### config.mk
export PLATFORM = sky130hd
export DESIGN_NAME = gray_ptr_counter
export DESIGN_NICKNAME = d
export VERILOG_FILES = /design/src/rtl/gray_ptr_counter.sv
export SDC_FILE = /design/constraint.sdc
export NUM_CORES = 1
export LEC_CHECK = 0
export ABC_AREA = 1
export CORE_ASPECT_RATIO = 1.1
export CORE_MARGIN = 2
export CORE_UTILIZATION = 40
export DETAILED_ROUTE_END_ITERATION = 10
export PLACE_DENSITY = 0.7
export SLEW_MARGIN = 25
export SYNTH_ARGS = -nofsm -noshare
export SYNTH_HDL_FRONTEND = slang
export SYNTH_SLANG_ARGS = --single-unit
### constraint.sdc
create_clock -name clk -period 2.8 [get_ports clk]
set_input_delay 0.42 -clock clk [delete_from_list [all_inputs] [get_ports clk]]
set_output_delay 0.42 -clock clk [all_outputs]
set_load 0.02 [all_outputs]
### src/rtl/gray_ptr_counter.sv
// ---------------------------------------------------------------------------
// gray_ptr_counter
//   One side of an asynchronous FIFO pointer pair. Keeps a registered binary
//   and Gray pointer, and compares against the opposite-domain Gray pointer.
//   The caller synchronises that pointer. The block then produces registered
//   full/empty, almost and occupancy flags.
//
// Parameters
//   ADDR_WIDTH     FIFO address width (2..16); pointer width PW = ADDR_WIDTH+1
//   SIDE           0 = write pointer (status = full), 1 = read pointer (empty)
//   ALMOST_MARGIN  almost threshold (0..D-1), D = 2**ADDR_WIDTH
//
// Ports
//   clk          clock, rising edge
//   rst          synchronous active-high reset
//   clr          synchronous clear, same effect as rst
//   inc_en       request to advance the pointer by one
//   remote_gray  opposite-domain Gray pointer (already synchronised)
//   ptr_bin      registered binary pointer
//   ptr_gray     registered Gray pointer, exported to the other domain
//   addr         RAM address (low ADDR_WIDTH bits of ptr_bin)
//   level        registered occupancy, 0..D
//   status       registered full (SIDE=0) / empty (SIDE=1)
//   almost       registered almost_full (SIDE=0) / almost_empty (SIDE=1)
//   ovf          one-cycle pulse: request arrived while status was set
//   wrap         one-cycle pulse: ptr_bin rolled over from all-ones to zero
// ---------------------------------------------------------------------------
module gray_ptr_counter #(
    parameter int ADDR_WIDTH    = 4,
    parameter int SIDE          = 0,
    parameter int ALMOST_MARGIN = 1
) (
    input  logic                  clk,
    input  logic                  rst,
    input  logic                  clr,
    input  logic                  inc_en,
    input  logic [ADDR_WIDTH:0]   remote_gray,
    output logic [ADDR_WIDTH:0]   ptr_bin,
    output logic [ADDR_WIDTH:0]   ptr_gray,
    output logic [ADDR_WIDTH-1:0] addr,
    output logic [ADDR_WIDTH:0]   level,
    output logic                  status,
    output logic                  almost,
    output logic                  ovf,
    output logic                  wrap
);

    localparam int PW = ADDR_WIDTH + 1;
    localparam int D  = 1 << ADDR_WIDTH;

    localparam logic [PW-1:0] AF_THRESH = PW'(D - ALMOST_MARGIN);
    localparam logic [PW-1:0] AE_THRESH = PW'(ALMOST_MARGIN);

    // A read pointer comes out of reset empty (and therefore almost empty).
    // A write pointer comes out of reset neither full nor almost full.
    localparam logic RST_FLAG = (SIDE != 0);

    logic          inc_ok;
    logic [PW-1:0] bin_next;
    logic [PW-1:0] gray_next;
    logic [PW-1:0] remote_bin;
    logic [PW-1:0] diff;
    logic          status_next;
    logic          almost_next;

    // Pointer advance. A blocked request never moves the pointer.
    always_comb begin
        inc_ok    = inc_en & ~status;
        bin_next  = ptr_bin + PW'(inc_ok);
        gray_next = bin_next ^ (bin_next >> 1);
    end

    // Gray-to-binary conversion: a prefix XOR from the MSB down.
    always_comb begin
        remote_bin = '0;
        remote_bin[PW-1] = remote_gray[PW-1];
        for (int i = PW - 2; i >= 0; i--) begin
            remote_bin[i] = remote_bin[i+1] ^ remote_gray[i];
        end
    end

    // Flag logic looks at the next local pointer. This lets the flags and the
    // pointer update on the same edge. Both sources feed one computation, so
    // a local increment and a remote change in the same cycle are both used.
    generate
        if (SIDE == 0) begin : g_wr
            // Full: pointers equal except for the wrap bit. In Gray code,
            // that means the top two bits are inverted.
            always_comb begin
                diff        = bin_next - remote_bin;
                status_next = (gray_next == {~remote_gray[PW-1:PW-2], remote_gray[PW-3:0]});
                almost_next = (diff >= AF_THRESH);
            end
        end else begin : g_rd
            always_comb begin
                diff        = remote_bin - bin_next;
                status_next = (gray_next == remote_gray);
                almost_next = (diff <= AE_THRESH);
            end
        end
    endgenerate

    always_ff @(posedge clk) begin
        if (rst || clr) begin
            ptr_bin  <= '0;
            ptr_gray <= '0;
            level    <= '0;
            status   <= RST_FLAG;
            almost   <= RST_FLAG;
            ovf      <= 1'b0;
            wrap     <= 1'b0;
        end else begin
            ptr_bin  <= bin_next;
            ptr_gray <= gray_next;
            level    <= diff;
            status   <= status_next;
            almost   <= almost_next;
            ovf      <= inc_en & status;
            wrap     <= inc_ok & (&ptr_bin);
        end
    end

    assign addr = ptr_bin[ADDR_WIDTH-1:0];

endmodule

* Word-level counts from Yosys, hierarchy flattened *
Cells that the tools add are included.

storage, ports and cells
  bits of input ports = 9
  flip-flop bits (word level) = 19
  logic and storage cells = 23
  output and inout bits = 23

operators by class
  bitwise gates (word level) = 10
  reduce and logical (&&, ||, !) cells = 2
  equality and inequality tests = 1
  $lt $le $gt $ge = 1
  $add $sub $neg = 2

operators by type and width
  cell                                                                number
  adder 5 x 1 -> 5 bit                                                1
  equality test 5 bit                                                 1
  greater-or-equal comparator 5 x 4 -> 1 bit (second input constant)  1
  AND reduction 5 bit                                                 1
  subtractor 5 bit                                                    1
  bitwise XOR 5 x 4 -> 5 bit                                          1
  bitwise XOR 1 bit                                                   4
  AND 1 bit                                                           3
  NOT 2 bit                                                           1
  logical OR 1 bit                                                    1
  NOT 1 bit                                                           1

* Logic depth before layout (Yosys ltp) *
  depth in word-level cells = 6
  mapped depth = 16
  depth with buffers taken out = 16

* Least setup slack after synthesis *
OpenSTA, ideal clock, no wires.

  path type = register -> register
  start = register status
  end = register almost
  cell stages (with the launch flop) = 13
  period minus slack after synthesis = 2.339 ns
  arrival time = 2.224 ns
  buffers on the path = 0
  library setup time = 0.115 ns
  slack = 0.461 ns
  required time = 2.685 ns
  path through = dfxtp_1 -> nor2_1 -> ha_1 -> ha_1 -> inv_1 -> fa_1 -> inv_1 -> a21oi_1 -> nor2_1 -> nor2_1 -> or2_1 -> nand3_1 -> nand2_1

between the ends
  word-level cells in the longest chain between the ends = 5

RTL lines
  what                                        RTL line  source
  from (decl)                                 42        output logic status,
  from (signal assigned)                      116       status <= status_next;
  NOT 1 bit                                   68        inc_ok = inc_en & ~status;
  AND 1 bit                                   68
  adder 5 x 1 -> 5 bit                        69        bin_next = ptr_bin + PW'(inc_ok);
  net bin_next[1]                             59        logic [PW-1:0] bin_next;
  subtractor 5 bit                            90        diff = bin_next - remote_bin;
  greater-or-equal comparator 5 x 4 -> 1 bit  92        almost_next = (diff >= AF_THRESH);
  to (signal assigned)                        117       almost <= almost_next;
  to (decl)                                   43        output logic almost,

The timed path passes the listed nets, and every way through them passes these cells.
A chain may end at the register's enable or synchronous reset.

* Worst setup path in the final report *
  start = input remote_gray[4]
  end = register almost

between the ends
  word-level cells in the longest chain between the ends = 6

RTL lines
  what                                          RTL line  source
  from (decl)                                   37        input logic [ADDR_WIDTH:0] remote_gray,
  bitwise XOR 1 bit (4 in series)               78        remote_bin[i] = remote_bin[i+1] ^ remote_gray[i];
  subtractor 5 bit *                            90
  greater-or-equal comparator 5 x 4 -> 1 bit *  92

Every way passes the cells marked *; elsewhere a longest branch is shown, timed or not.

==> impl_metrics.yaml <==
run:
  cap_violations: 0
synth:
  syn_nets: 164
  ys_seq_elements: 18
  seq_area_frac_synth: 0.3441
  syn_area_per_cell_um2: 7.076
  ys_types: 22
  yosysWarnings: 0
  netlist_instances: 148
  synth_area_um2: 1047
finish:
  syn2layout_area_growth_pct: 38.23
  layout-drive-gt1-share: 0.1135
  nets: 202
  finish.utilization: 0.5800
  antenna_cells: 0
cts:
  ctsHoldBuffers: 0
  postCtsSetupBuffers: 0
  tritoncts: "done"
  root_buffer: "clkbuf_4"
  htreeDepth: 1
  cts_sinks: 18
  clk_pin_slew_ps: 110
  cts_buffers: 3
  clockBufferDepth: 2
  cts_resized: 0
  clkLatencyLatePin_ps: 300
worst_hold_path:
  hold_class: "reg2reg"
sta:
  fin_crit_sh: 0.9485
  final-setup-viol-count: 0
  tightest_slew_ps: 463.4
  rsz0062_at_grt: "false"
  drv_slew: 0
  skew_ps: 11.17
  min_period_ps: 2656
  clock.fmax_ghz: 0.3765
  hold_viol: 0
  relSlewSlack: 0.6907
worst_setup_path:
  critical_path_arrival_ps: 2850
  critPathMaxFanout: 3
  worst-setup-path-type: "in2reg"
  crit_path_end_kind: "flip-flop"
  start_kind: "primary input"
  required_ps: 3000
routing:
  postRouteAntennaNets: 0
  via_per_inst: 4.806
  vias: 1038
  wl_per_cell_um: 10.84
  drt-initial-drc-count: 36
  totalWireLength_um: 2342
  drc: 0
  drtPass1Iterations: 4
die:
  die_y_um: 57.67
  core-area_um2: 2496
  start_util: 0.4195
  io_pins: 32
  placementRows: 19
  die-area_um2: 3044
  die_width_um: 52.79
placed_design:
  routabilityCongestion: 0.8615
  dp_hpwl_um: 1905
  portBuffers: 31
power:
  p_total_mw: 0.5768
  cellPowerDensity_nw_per_um2: 398.4
  power.leakage_nw: 0.6963
  ir_worst_vdd_mv: 0.2906
global_route:
  antenna_found_initial: 0
  grt_overflow: 0
  grt_max_degree: 16
  grt_pass1_wl_um: 3746
  grt_pass1_vias: 908
  grt_usage: 0.1671
run_status:
  outcome: "complete, no violations"
==> per-layer routing <==
| metal | vias to the layer above | track usage | routed length [µm] |
|---|---|---|---|
| met5 | - | 0 | 0 |
| met4 | 0 | 0.08791 | 59 |
| met3 | 4 | 0.01546 | 91 |
| met2 | 25 | 0.2839 | 1129 |
| met1 | 468 | 0.2066 | 1061 |
| li1 | 541 | - | - |
==> state kept, by name, indices dropped and copies added, names as in the netlist <==
signal and cells:
level 5, ptr_bin 5, ptr_gray 4, almost 1, ovf 1, status 1, wrap 1
==> layout make-up <==
cell class | instances | area [µm²]
multi-input cells | 104 | 563.0
fillers | 249 | 1049
clock buffers | 4 | 36.28
well taps | 31 | 38.79
repair buffers | 40 | 377.9
flip-flops and latches | 18 | 360.3
inverters | 19 | 71.32
==> cell usage after synthesis <==
cell type / number / share of area
fa_1: 1 / 0.019
nand2_4: 1 / 0.011
xor2_1: 2 / 0.017
buf_4: 5 / 0.036
nand3_1: 20 / 0.096
dfxtp_1: 18 / 0.34
nand4_1: 4 / 0.024
nand2_2: 4 / 0.024
nand2_1: 35 / 0.13
nor2_1: 16 / 0.057
ha_1: 6 / 0.072
a21oi_1: 6 / 0.029
clkbuf_1: 1 / 0.0036
nand4_2: 1 / 0.012
buf_6: 1 / 0.011
or2_4: 1 / 0.0084
xnor2_1: 2 / 0.017
inv_1: 18 / 0.065
inv_2: 1 / 0.0036
nand3b_1: 1 / 0.0072
or2_1: 1 / 0.0060
nor3_1: 3 / 0.014
==> power by group <==
group          internal [mW]  switching [mW]  leakage, nW  total [mW]
Sequential             0.266         0.00344        0.146       0.269
Combinational         0.0704          0.0745        0.529       0.145
Clock                 0.0793          0.0834       0.0210       0.163
==> cell usage in the layout, fill, tap and decap left out <==
cell type	count
nor3_1	3
clkbuf_8	1
nor2_1	16
inv_1	18
ha_1	6
nand3_1	20
or2_1	1
clkbuf_4	3
or2_4	1
nand2_1	35
nand4_1	4
fa_1	1
a21oi_1	6
xnor2_1	2
xor2_1	2
nand2_2	4
nand2_4	1
nand4_2	1
nand3b_1	1
dfxtp_1	18
buf_4	9
inv_2	1
clkdlybuf4s50_1	31
==> critical path: stages <==
cell and delay, ps:
clkdlybuf4s50_1 460, xnor2_1 300, or2_4 200, nand2_4 50, nand2_1 60, nand3_1 70, nand2_1 70, inv_1 40
ha_1 190, fa_1 390, inv_1 70, a21oi_1 50, nor2_1 80, nor2_1 50, or2_1 220, nand3_1 80
nand2_1 50
==> metrics by stage <==
| step | hold slack (ps) | area, µm² | setup TNS [ps] | setup WS [ps] | std cells |
|---|---|---|---|---|---|
| 2_1_floorplan | 539.2 | 1047 | 0 | 460.9 | 148 |
| 3_3_place_gp | 476.6 | 1411 | -119.4 | -63.87 | 212 |
| 3_5_place_dp | 487.3 | 1411 | -263.0 | -137.4 | 212 |
| 4_1_cts | 516.2 | 1448 | 0 | 167.8 | 216 |
| 5_1_grt | 552.1 | 1448 | 0 | 59.21 | 216 |
| 6_report | 507.4 | 1448 | 0 | 144.2 | 216 |
==> path summary, 6_finish.rpt <==
path | from | end | slack (ps) | cells past startpoint
hold reg to reg | status | ovf | 510 | 2
setup reg to reg | status | almost | 610 | 12
hold / removal | status | ovf | 510 | 2
setup / recovery | remote_gray[4] | almost | 140 | 17
==> kinds of logic (layout without fill, tap and decap cells) <==
family	after synthesis	after routing	share of synthesized area
compound gates	6	6	0.02867
xor+xnor	4	4	0.03346
fa+ha+maj	7	7	0.09080
buf+inv	26	63	0.1183
flops	18	18	0.3441
simple gates	87	87	0.3847
(Power assumes the default switching activity.)
